### config.mk
export PLATFORM = sky130hd
export DESIGN_NAME = serial_subtractor_ctrl
export DESIGN_NICKNAME = d
export VERILOG_FILES = /design/src/rtl/serial_subtractor_ctrl.sv
export SDC_FILE = /design/constraint.sdc
export NUM_CORES = 1
export LEC_CHECK = 0
export CAP_MARGIN = 15
export CELL_PAD_IN_SITES_DETAIL_PLACEMENT = 0
export CELL_PAD_IN_SITES_GLOBAL_PLACEMENT = 1
export CORE_ASPECT_RATIO = 1.75
export CORE_MARGIN = 3
export CORE_UTILIZATION = 41
export DETAILED_ROUTE_END_ITERATION = 8
export HOLD_SLACK_MARGIN = 0.05
export PLACE_DENSITY = 0.82
export SYNTH_ARGS = -nofsm -noshare
export SYNTH_HDL_FRONTEND = slang
export SYNTH_SLANG_ARGS = --single-unit
### constraint.sdc
create_clock -name clk -period 3.25 [get_ports clk]
set_input_delay 0.8125 -clock clk [delete_from_list [all_inputs] [get_ports clk]]
set_output_delay 0.8125 -clock clk [all_outputs]
set_load 0.02 [all_outputs]
### src/rtl/serial_subtractor_ctrl.sv
// Bit-serial a - b controller: one full-subtract step per clock, LSB first.
// Optional macro SERIAL_SUB_SAT_EN clamps diff to zero on a final borrow.
module serial_subtractor_ctrl #(
  parameter int WIDTH = 8
) (
  input  logic             clk,
  input  logic             rst_n,
  input  logic             start,
  input  logic [WIDTH-1:0] a,
  input  logic [WIDTH-1:0] b,
  output logic             busy,
  output logic             done,
  output logic [WIDTH-1:0] diff,
  output logic             borrow
);

  localparam int CW = (WIDTH > 1) ? $clog2(WIDTH) : 1;
  localparam logic [CW-1:0] LAST = CW'(WIDTH - 1);

  typedef enum logic [1:0] {
    IDLE = 2'd0,
    RUN  = 2'd1,
    DONE = 2'd2
  } state_t;

  state_t           state;
  logic [WIDTH-1:0] a_sr;
  logic [WIDTH-1:0] b_sr;
  logic [CW-1:0]    cnt;
  logic             bin;

  // Shared full-subtract cell: two half-subtract stages on the current LSBs.
  logic d1, b1, diff_bit, b2, bout;

  always_comb begin
    d1       = a_sr[0] ^ b_sr[0];
    b1       = ~a_sr[0] & b_sr[0];
    diff_bit = d1 ^ bin;
    b2       = ~d1 & bin;
    bout     = b1 | b2;
  end

  // Difference bits enter at the MSB and shift down, so after WIDTH steps
  // bit i sits in diff[i] without a variable-index write.
  logic [WIDTH-1:0] diff_next;
  assign diff_next = (diff >> 1) | (WIDTH'(diff_bit) << (WIDTH - 1));

  always_ff @(posedge clk) begin
    if (!rst_n) begin
      state  <= IDLE;
      a_sr   <= '0;
      b_sr   <= '0;
      cnt    <= '0;
      bin    <= 1'b0;
      busy   <= 1'b0;
      done   <= 1'b0;
      diff   <= '0;
      borrow <= 1'b0;
    end else begin
      // NOTE: non-blocking assignments throughout, so every branch sees the
      // pre-edge values of state, cnt and bin regardless of statement order.
      case (state)
        IDLE, DONE: begin
          done <= 1'b0;
          if (start) begin
            state  <= RUN;
            busy   <= 1'b1;
            a_sr   <= a;
            b_sr   <= b;
            cnt    <= '0;
            bin    <= 1'b0;
            diff   <= '0;
            borrow <= 1'b0;
          end else begin
            state <= IDLE;
          end
        end
        RUN: begin
          a_sr <= a_sr >> 1;
          b_sr <= b_sr >> 1;
          bin  <= bout;
          diff <= diff_next;
          if (cnt == LAST) begin
            state  <= DONE;
            busy   <= 1'b0;
            done   <= 1'b1;
            borrow <= bout;
`ifdef SERIAL_SUB_SAT_EN
            if (bout) diff <= '0;
`endif
          end else begin
            cnt <= cnt + 1'b1;
          end
        end
        default: begin
          state <= IDLE;
          busy  <= 1'b0;
          done  <= 1'b0;
        end
      endcase
    end
  end

endmodule
# Yosys cells after proc, flatten, opt, wreduce, memory -nomap -nowiden
# Index checks and enable logic that the tools add are counted.
totals:
  regBits: 33
op_classes:
  add_sub_neg: 1
  n_eq_ne: 6
  n_mux: 19
  bitwise: 8
  n_reduce_logical: 8
op_table:
  columns: ["cell", "count"]
  rows:
  - ["one-hot mux 8 bit (2 select lines)", 3]
  - ["2-to-1 mux 8 bit", 3]
  - ["OR 7 x 8 -> 8 bit", 1]
  - ["2-to-1 mux 3 bit", 2]
  - ["inequality test 2 bit, second input constant", 3]
  - ["one-hot mux 1 bit (2 select lines)", 3]
  - ["one-hot mux 3 bit (2 select lines)", 1]
  - ["AND reduction 2 bit", 3]
  - ["AND reduction 3 bit", 2]
  - ["2-to-1 mux 1 bit", 5]
  - ["one-hot mux 2 bit (2 select lines)", 1]
  - ["adder 3 x 1 -> 3 bit, second input constant", 1]
  - ["== test 3 bit, second input constant", 1]
  - ["bitwise AND 1 bit", 2]
  - ["== test 2 x 1 -> 1 bit, second input constant", 1]
  - ["== test 2 bit, second input constant", 1]
  - ["zero test 2 bit", 1]
  - ["2-to-1 mux 2 bit", 1]
  - ["inverter 1 bit", 2]
  - ["nonzero test 2 bit", 1]
  - ["OR reduction 2 bit", 1]
  - ["bitwise XOR 1 bit", 2]
  - ["OR 1 bit", 1]

# Logic depth before layout (Yosys ltp)
# Gate-level depths: netlist of run 1.
depth:
  depth_word: 6
  depth_mapped: 5
  mapped_depth_nobuf: 5

# Worst setup path before layout of run 1
# OpenSTA, ideal clock, no wires.
synth_path:
  path_type: "input port to flip-flop"
  start: "in start"
  end: "reg a_sr[0]"
  setup_time_ns: 0.127
  arrival_time_ns: 1.372
  slack_ns: 1.751
  stages: 5
  n_path_buf: 2
  path_cell_list: "nor2b_1 > buf_4 > buf_4 > nand2_1 > a31oi_2"
synth_via:
  elab_chain_len: 2
synth_lines:
  columns: ["element", "line", "text"]
  rows:
  - ["start, declared", "8", "input logic start,"]
  - ["inequality test 2 bit (no source line)", null, null]
  - ["AND reduction 2 bit (no source line)", null, null]
  - ["end signal, assigned", "79", "a_sr <= a_sr >> 1;"]
  - ["end, declared", "27", "logic [WIDTH-1:0] a_sr;"]
# Every way passes these cells.
# A chain may end at the register's enable or synchronous reset.

# Final worst setup path of run 1
layout_path:
  start: "reg diff[1]"
  end: "out diff[1]"
layout_lines:
  columns: ["element", "line", "text"]
  rows:
  - ["start, declared", "13", "output logic [WIDTH-1:0] diff,"]
  - ["start signal, assigned", "82", "diff <= diff_next;"]
# No word-level cell between the ends.

==> out/summary.txt, run 1 <==
required time worst endpoint = 2.44 ns
Reg-to-Reg End = cnt[0]
CP delay by family, top = buffers and inverters
Buffers on Ports = 29
Placer Congestion = 0.681
CTS resizes = 0
FF-to-FF path depth = 5
setup TNS = 0 ns
status = finished, final reports clean
Slowest-stage cell, CP = clkdlybuf4s50_1
post-DP HPWL = 2100 um
setup bufs post-CTS = 0
Crit path largest cell delay = 0.62 ns
worst min path class = flop to flop
share of layout cells above drive strength 1 = 21.6%
Final Max Slew Viols = 0
first-pass GRT wire length = 5200 um
Crit Path Category = flop to primary output
IO Count = 30
layout net count = 216
Clock Latency Late Sink = 0.28 ns
max-cap viol count = 0
clock network power share = 37.0%
final setup skew = 0.00431 ns
worst vdd ir = 329 uV
worst r2r src = cnt[0]
TritonCTS clock tree = yes
top cells by area, synth = dfxtp_1 43%, nand2_1 9.8%, a21oi_2 7.4%
grt total ovfl = 0
Lkg Pwr = 0.655 nW
# setup viols final = 0
die extent in y = 87.0 um
die area = 4540 um2
Num CTS Buffers = 5
root buffer cell = clkbuf_8
ys async rst share = 0%
Hold Crit Start = a_sr[7]
final hold slack = 0.466 ns
core area = 3500 um2
DP Area = 1790 um2
slew margin rel. = 49.3%
combinational fraction of design power = 13.8%
routed vias/inst = 5.22
Pwr per Cell Area = 477 nW/um2
DRC violations left = 0
DIE WIDTH = 52.3 um
final hold viol count = 0
Hold Path End = a_sr[7]
number of unique standard cell types used by synthesis = 29
Tcrit/Tclk final = 64.1%
most instantiated library cell after synthesis = nand2_1
Post-DRT Antenna Nets = 0
Post-synth EDFFs = 0
WP data arrival = 1.27 ns
R2R setup slack = 1.75 ns
Internal Power = 0.674 mW
YS warnings = 0
overall power = 0.901 mW
Core Util, Final = 53.9%
initial antenna violation count = 0
largest net degree at the start of global routing = 43
clk slew on worst S/H paths = 0.07 ns
endpoint type of the worst setup path = primary output
Post-CTS Hold Fix Bufs = 0
Seq pwr share = 49.2%
crit path launch = diff[1]
CP Max Fanout = 3
Synth top cells by count = 40 x nand2_1, 33 x dfxtp_1, 14 x o21ai_1
drt pass-1 iters = 3
Slew @ Worst Pin = 0.758 ns
sequential fraction of the synthesis area = 43.0%
Final min period = 2.08 ns
Switching Share = 25.2%
fin area = 1890 um2
FF+latch count, synth = 33
via count = 1247
# H-tree levels = 2
area share of the largest cell type after synthesis = 43.0%
FILL cells = 355
Iter 0 DRT Violations = 24
most used flip-flop cell after synthesis = dfxtp_1
Antenna diodes = 0
vias in the first global route = 1242
WL/cell = 12.4 um
hold depth = 2
syn nets = 189
RSZ-0062 raised after global routing = false
Starting Density = 43.8%
P_sw = 0.227 mW
top cell type by total area after synthesis = dfxtp_1
gate count of the mapped netlist = 166
Area Overhead vs Synth = 22.9%
DRT Wirelength = 2970 um
syn avg cell area = 9.25 um2
CTS Buffer Depth = 2
fmax = 0.480 GHz
Rows = 28
cells along the critical path = clkdlybuf4s50_1
Sink Count = 33
Buf/Inv on CP = 1
Cell Area, Synth = 1540 um2
GR Util All Layers = 15.0%
crit start category = flop
power by group through the flow:
| stage | clock, mW | combinational [mW] | sequential [mW] |
|---|---|---|---|
| after floorplan | 0 | 0.0965 | 0.451 |
| after global placement | 0 | 0.124 | 0.451 |
| after detailed placement | 0 | 0.126 | 0.452 |
| after CTS | 0.343 | 0.127 | 0.443 |
| after global routing | 0.360 | 0.138 | 0.446 |
| final | 0.333 | 0.124 | 0.443 |
layout by cell type, fill, tap and decap left out, types with 2 or more instances in the layout:
cell type        count
nand2_1             40
dfxtp_1             33
clkdlybuf4s50_1     29
o21ai_1             14
a21oi_2             13
a31oi_1             12
nand3_2             11
clkbuf_8             7
nor2_1               4
buf_4                4
nand2b_1             3
ha_1                 3
inv_1                2
nor2b_1              2
a31oi_2              2
nand3b_2             2
a21oi_1              2
worst reg2reg max path, cell delays in order, from the launching register on:
cell and delay, ns:
dfxtp_1 0.33, ha_1 0.22, ha_1 0.23, nor3b_2 0.29, nor2_1 0.10, a31o_1 0.23
per-layer routing:
metal,GRT usage [%],vias to the layer above,part of all wire (%)
met5,0,-,0
met4,8.37,0,2.1
met3,2.74,5,3.8
met2,28.1,24,53
met1,14.7,591,41
li1,-,627,-
cells by family after synthesis:
| family | synth area share (%) |
|---|---|
| adders and majority gates | 3.75 |
| DFF | 43.0 |
| AOI/OAI and AO/OA | 20.5 |
| and+or+nand+nor | 23.7 |
| buffers and inverters | 8.96 |
layout make-up:
cell class,instances,area (um2),share of cell area [%]
clock buffer,7,96.3,5.11
sequential,33,661,35.0
tap,45,56.3,2.98
multi-input combinational,117,737,39.1
timing repair buffer,33,320,17.0
inverter,3,11.3,0.597
clock inverter,1,5.00,0.265
worst max path at each step:
stage / slack [ns] / end / depth (start not counted)
3_5_place_dp: 1.16 / cnt[0] / 5
4_1_cts: 1.15 / diff[1] / 1
6_report: 1.17 / diff[1] / 1
5_1_grt: 1.12 / diff[1] / 1
2_1_floorplan: 1.75 / a_sr[0] / 5
3_3_place_gp: 1.19 / cnt[0] / 5
registers in the layout, indices dropped and copies added (netlist names):
register and flops:
a_sr 8, diff 8, done 1, cnt 3
bin 1, b_sr 8, busy 1, state 2
borrow 1
through the flow:
stage | setup slack [ns] | cells
finish | 1.17 | 239
global route | 1.12 | 239
CTS | 1.15 | 239
detailed placement | 1.16 | 231
global placement | 1.19 | 231
floorplan | 1.75 | 166
No activity file was read; power rests on OpenSTA's default activity.
==> run 2: changes to the inputs <==
--- a/config.mk
+++ b/config.mk
@@ -10,10 +10,10 @@
 export CELL_PAD_IN_SITES_GLOBAL_PLACEMENT = 1
 export CORE_ASPECT_RATIO = 1.75
 export CORE_MARGIN = 3
-export CORE_UTILIZATION = 41
+export CORE_UTILIZATION = 38
 export DETAILED_ROUTE_END_ITERATION = 8
 export HOLD_SLACK_MARGIN = 0.05
-export PLACE_DENSITY = 0.82
+export PLACE_DENSITY = 0.77
 export SYNTH_ARGS = -nofsm -noshare
 export SYNTH_HDL_FRONTEND = slang
 export SYNTH_SLANG_ARGS = --single-unit
==> constraint.sdc (replaced) <==
create_clock -name clk -period 2 [get_ports clk]
set_input_delay 0.5 -clock clk [delete_from_list [all_inputs] [get_ports clk]]
set_output_delay 0.5 -clock clk [all_outputs]
set_load 0.02 [all_outputs]
==> run 2 against run 1 <==
Against the previous run: register-to-register slack got worse by 1.3 ns; hold slack got worse by 0.0012 ns; worst setup slack got worse by 0.95 ns; clock power rose by 47%; combinational power rose by 73%; utilization fell by 4.2 points; critical path type unchanged; largest cell class unchanged; largest power group unchanged.
==> out/summary.txt, run 2 (synthesis gave the netlist of run 1 again) <==
status = finished, final reports clean
GR Util All Layers = 15.6%
Buf/Inv on CP = 1
cells along the critical path = clkdlybuf4s50_1
CP Max Fanout = 3
DRT Wirelength = 3200 um
Pwr per Cell Area = 741 nW/um2
setup TNS = 0 ns
# H-tree levels = 2
RSZ-0062 raised after global routing = false
required time worst endpoint = 1.50 ns
WP data arrival = 1.28 ns
endpoint type of the worst setup path = primary output
vias in the first global route = 1285
Crit Path Category = flop to primary output
fmax = 0.561 GHz
slew margin rel. = 78.8%
Crit path largest cell delay = 0.62 ns
CTS resizes = 0
Lkg Pwr = 0.669 nW
CTS Buffer Depth = 2
biggest regs = a_sr x8, b_sr x8, diff x8
grt total ovfl = 0
final hold slack = 0.465 ns
# setup viols final = 0
final setup skew = 0.00714 ns
first-pass GRT wire length = 5640 um
largest net degree at the start of global routing = 32
worst vdd ir = 650 uV
Placer Congestion = 0.711
WL/cell = 13.0 um
root buffer cell = clkbuf_8
most common cell after layout, fill and taps aside = nand2_1
worst min path class = flop to flop
final hold viol count = 0
FILL cells = 368
drt pass-1 iters = 4
setup bufs post-CTS = 0
crit start category = flop
max-cap viol count = 0
die area = 4870 um2
Tcrit/Tclk final = 89.1%
share of layout cells above drive strength 1 = 23.2%
IO Count = 30
Slew @ Worst Pin = 0.318 ns
Final min period = 1.78 ns
Final Max Slew Viols = 0
commonest non-fill, non-tap cells in the layout = 40 x nand2_1, 33 x dfxtp_1, 29 x clkdlybuf4s50_1
Sink Count = 33
Antenna diodes = 0
TritonCTS clock tree = yes
layout net count = 220
initial antenna violation count = 0
post-DP HPWL = 2250 um
via count = 1252
Clock Latency Late Sink = 0.28 ns
CP delay by family, top = buffers and inverters
DRC violations left = 0
Rows = 30
Starting Density = 39.7%
Area Overhead vs Synth = 24.9%
routed vias/inst = 5.09
Num CTS Buffers = 5
clk slew on worst S/H paths = 0.07 ns
overall power = 1.42 mW
Buffers on Ports = 29
DIE WIDTH = 54.0 um
Post-DRT Antenna Nets = 0
die extent in y = 90.1 um
Slowest-stage cell, CP = clkdlybuf4s50_1
Iter 0 DRT Violations = 26
core area = 3870 um2
Post-CTS Hold Fix Bufs = 0
-- run 2: power by group --
| group | total [mW] | switching, mW | leakage (nW) | internal (mW) |
|---|---|---|---|---|
| clock | 0.488 | 0.248 | 0.0439 | 0.240 |
| sequential | 0.719 | 0.0230 | 0.270 | 0.696 |
| combinational | 0.215 | 0.116 | 0.355 | 0.0986 |
| total | 1.42 | 0.387 | 0.669 | 1.03 |
-- run 2: worst paths after layout --
path / startpoint / slack [ns] / cells past startpoint / endpoint
worst max-delay path: diff[1] / 0.22 / 1 / diff[1]
worst min register to register: b_sr[7] / 0.46 / 2 / b_sr[7]
worst max register to register: cnt[0] / 0.49 / 5 / cnt[0]
worst min-delay path: b_sr[7] / 0.46 / 2 / b_sr[7]
-- run 2: layout make-up --
class                           count  area (um2)  area share, %
Timing Repair Buffer               37         363           18.9
Inverter                            3        11.3          0.587
Sequential cell                    33         661           34.4
Tap cell                           48        60.1           3.13
Clock inverter                      3        17.5          0.913
Multi-Input combinational cell    117         737           38.4
Clock buffer                        5        68.8           3.59
-- run 2: per-stage QoR --
stage | setup WS, ns | utilization (%) | instance area [um2] | std cells
finish | 0.218 | 49.6 | 1920 | 246
global route | 0.158 | 49.6 | 1920 | 246
CTS | 0.201 | 49.6 | 1920 | 246
detailed placement | 0.250 | 47.4 | 1830 | 238
global placement | 0.276 | 47.4 | 1830 | 238
floorplan | 0.646 | - | 1540 | 166
-- run 2: layer usage --
layer / track usage [%] / vias up / share of wire (%)
li1: - / 631 / -
met1: 16.7 / 577 / 40
met2: 26.3 / 37 / 51
met3: 4.48 / 7 / 5.5
met4: 7.90 / 0 / 3.2
met5: 0 / - / 0
==> run 3: changes to the inputs <==
--- a/config.mk
+++ b/config.mk
@@ -9,7 +9,6 @@
 export CELL_PAD_IN_SITES_DETAIL_PLACEMENT = 0
 export CELL_PAD_IN_SITES_GLOBAL_PLACEMENT = 1
 export CORE_ASPECT_RATIO = 1.75
-export CORE_MARGIN = 3
 export CORE_UTILIZATION = 38
 export DETAILED_ROUTE_END_ITERATION = 8
 export HOLD_SLACK_MARGIN = 0.05
==> run 3 against run 2 <==
Against the previous run: clock-buffer cell count increased by 2; register-to-register slack improved by 0.03 ns; via count decreased by 0.48%; die area decreased by 12%; sequential share of layout area decreased by 0.27 points; critical endpoint is now diff[4]; clock power increased by 12%; critical path type unchanged; global-route usage increased by 0.48 points; clock skew decreased by 0.00071 ns; maximum frequency increased by 0.34%.
==> out/summary.txt, run 3 (synthesis gave the netlist of run 1 again) <==
WP data arrival = 1.28 ns
CP delay by family, top = buffers and inverters
Crit path largest cell delay = 0.62 ns
fmax = 0.563 GHz
CTS resizes = 0
Num CTS Buffers = 5
die extent in y = 86.1 um
final hold viol count = 0
largest net degree at the start of global routing = 32
Sink Count = 33
DRC violations left = 0
setup TNS = 0 ns
commonest non-fill, non-tap cells in the layout = 40 x nand2_1, 33 x dfxtp_1, 29 x clkdlybuf4s50_1
Final min period = 1.78 ns
# H-tree levels = 2
FILL cells = 381
Buf/Inv on CP = 1
Placer Congestion = 0.704
root buffer cell = clkbuf_8
Final Max Slew Viols = 0
cells along the critical path = clkdlybuf4s50_1
Tcrit/Tclk final = 88.8%
Clock Latency Late Sink = 0.28 ns
clk slew on worst S/H paths = 0.07 ns
Hold Crit Start = b_sr[7]
Buffers on Ports = 29
R2R setup slack = 0.52 ns
worst vdd ir = 597 uV
status = finished, final reports clean
P_sw = 0.374 mW
final setup skew = 0.00643 ns
biggest regs = a_sr x8, b_sr x8, diff x8
clock network power share = 36.9%
WL/cell = 12.3 um
Antenna diodes = 0
grt total ovfl = 0
most common cell after layout, fill and taps aside = nand2_1
routing usage on met1 = 17.2%
Post-DRT Antenna Nets = 0
Crit Path Category = flop to primary output
routed vias/inst = 5.07
placed cells = 238
DIE WIDTH = 50.0 um
Post-CTS Hold Fix Bufs = 0
initial antenna violation count = 0
busiest grt layer = met2
worst min path class = flop to flop
CP Max Fanout = 3
FF-to-FF path depth = 5
setup bufs post-CTS = 0
DRT Wirelength = 3020 um
vias in the first global route = 1241
first-pass GRT wire length = 5290 um
Final Non-Filler Cells = 246
crit start category = flop
worst r2r src = cnt[0]
RSZ-0062 raised after global routing = false
GRT met3 Usage = 4.79%
via count = 1246
IO Count = 30
share of layout cells above drive strength 1 = 23.2%
layout net count = 220
Hold Path End = b_sr[7]
TritonCTS clock tree = yes
Slowest-stage cell, CP = clkdlybuf4s50_1
met2 Use GR = 28.7%
Lkg Pwr = 0.680 nW
post-DP HPWL = 2160 um
Seq pwr share = 48.6%
GR Util All Layers = 16.1%
Place WS = 0.275 ns
Pwr per Cell Area = 765 nW/um2
slew margin rel. = 79.2%
CTS Buffer Depth = 2
Switching Share = 25.3%
die area = 4310 um2
drt pass-1 iters = 4
Internal Power = 1.11 mW
hold depth = 2
Reg-to-Reg End = cnt[0]
endpoint type of the worst setup path = primary output
Area Overhead vs Synth = 25.9%
core area = 3870 um2
# setup viols final = 0
Rows = 30
combinational fraction of design power = 14.5%
final hold slack = 0.466 ns
max-cap viol count = 0
required time worst endpoint = 1.50 ns
Iter 0 DRT Violations = 6
Starting Density = 39.7%
Slew @ Worst Pin = 0.312 ns
fin worst setup slack = 0.224 ns
[run 3: cell count changes in the layout (fill, tap and decap cells not counted)]
cell        delta
clkbuf_8       +2
clkinv_2       -1
clkinvlp_4     -1
[run 3: through the flow]
stage / util [%] / area, um2 / power (mW)
global placement: 47.4 / 1830 / 0.944
floorplan: - / 1540 / 0.889
CTS: 50.0 / 1930 / 1.49
detailed placement: 47.4 / 1830 / 0.950
finish: 50.0 / 1930 / 1.48
global route: 50.0 / 1930 / 1.55
[run 3: worst max-delay path by stage]
stage | from | slack [ns] | endpoint | cells after the start
floorplan | cnt[0] | 0.65 | cnt[0] | 5
global placement | start | 0.27 | b_sr[4] | 5
detailed placement | start | 0.27 | b_sr[0] | 5
CTS | diff[2] | 0.22 | diff[2] | 1
global route | diff[2] | 0.17 | diff[2] | 1
finish | diff[4] | 0.22 | diff[4] | 1
[run 3: per-layer routing]
layer  part of all wire [%]  wire [um]  up-vias
met4                    1.7         51        0
met1                     42       1270      583
met3                    3.5        105        5
met5                      0          0        -
li1                       -          -      631
met2                     53       1600       27
[run 3: final cells by class]
| cell class | instances | area, um2 | area share, % |
|---|---|---|---|
| well taps | 48 | 60.1 | 3.11 |
| clock inverters | 1 | 5.00 | 0.259 |
| inverters | 3 | 11.3 | 0.583 |
| repair buffers | 37 | 363 | 18.8 |
| clock buffers | 7 | 96.3 | 4.98 |
| flip-flops and latches | 33 | 661 | 34.2 |
| multi-input cells | 117 | 737 | 38.1 |
[run 3: worst reg2reg max path, cell delays in order (launching register included)]
cell and delay, ns:
dfxtp_1 0.33, ha_1 0.22, ha_1 0.23, nor3b_2 0.30, nor2_1 0.10, a31o_1 0.22
[run 3: power by group through the flow]
stage	registers, mW	clock network, mW	logic, mW
6_report	0.719	0.546	0.214
5_1_grt	0.724	0.588	0.239
4_1_cts	0.719	0.558	0.217
3_5_place_dp	0.733	0	0.217
3_3_place_gp	0.732	0	0.212
2_1_floorplan	0.732	0	0.157
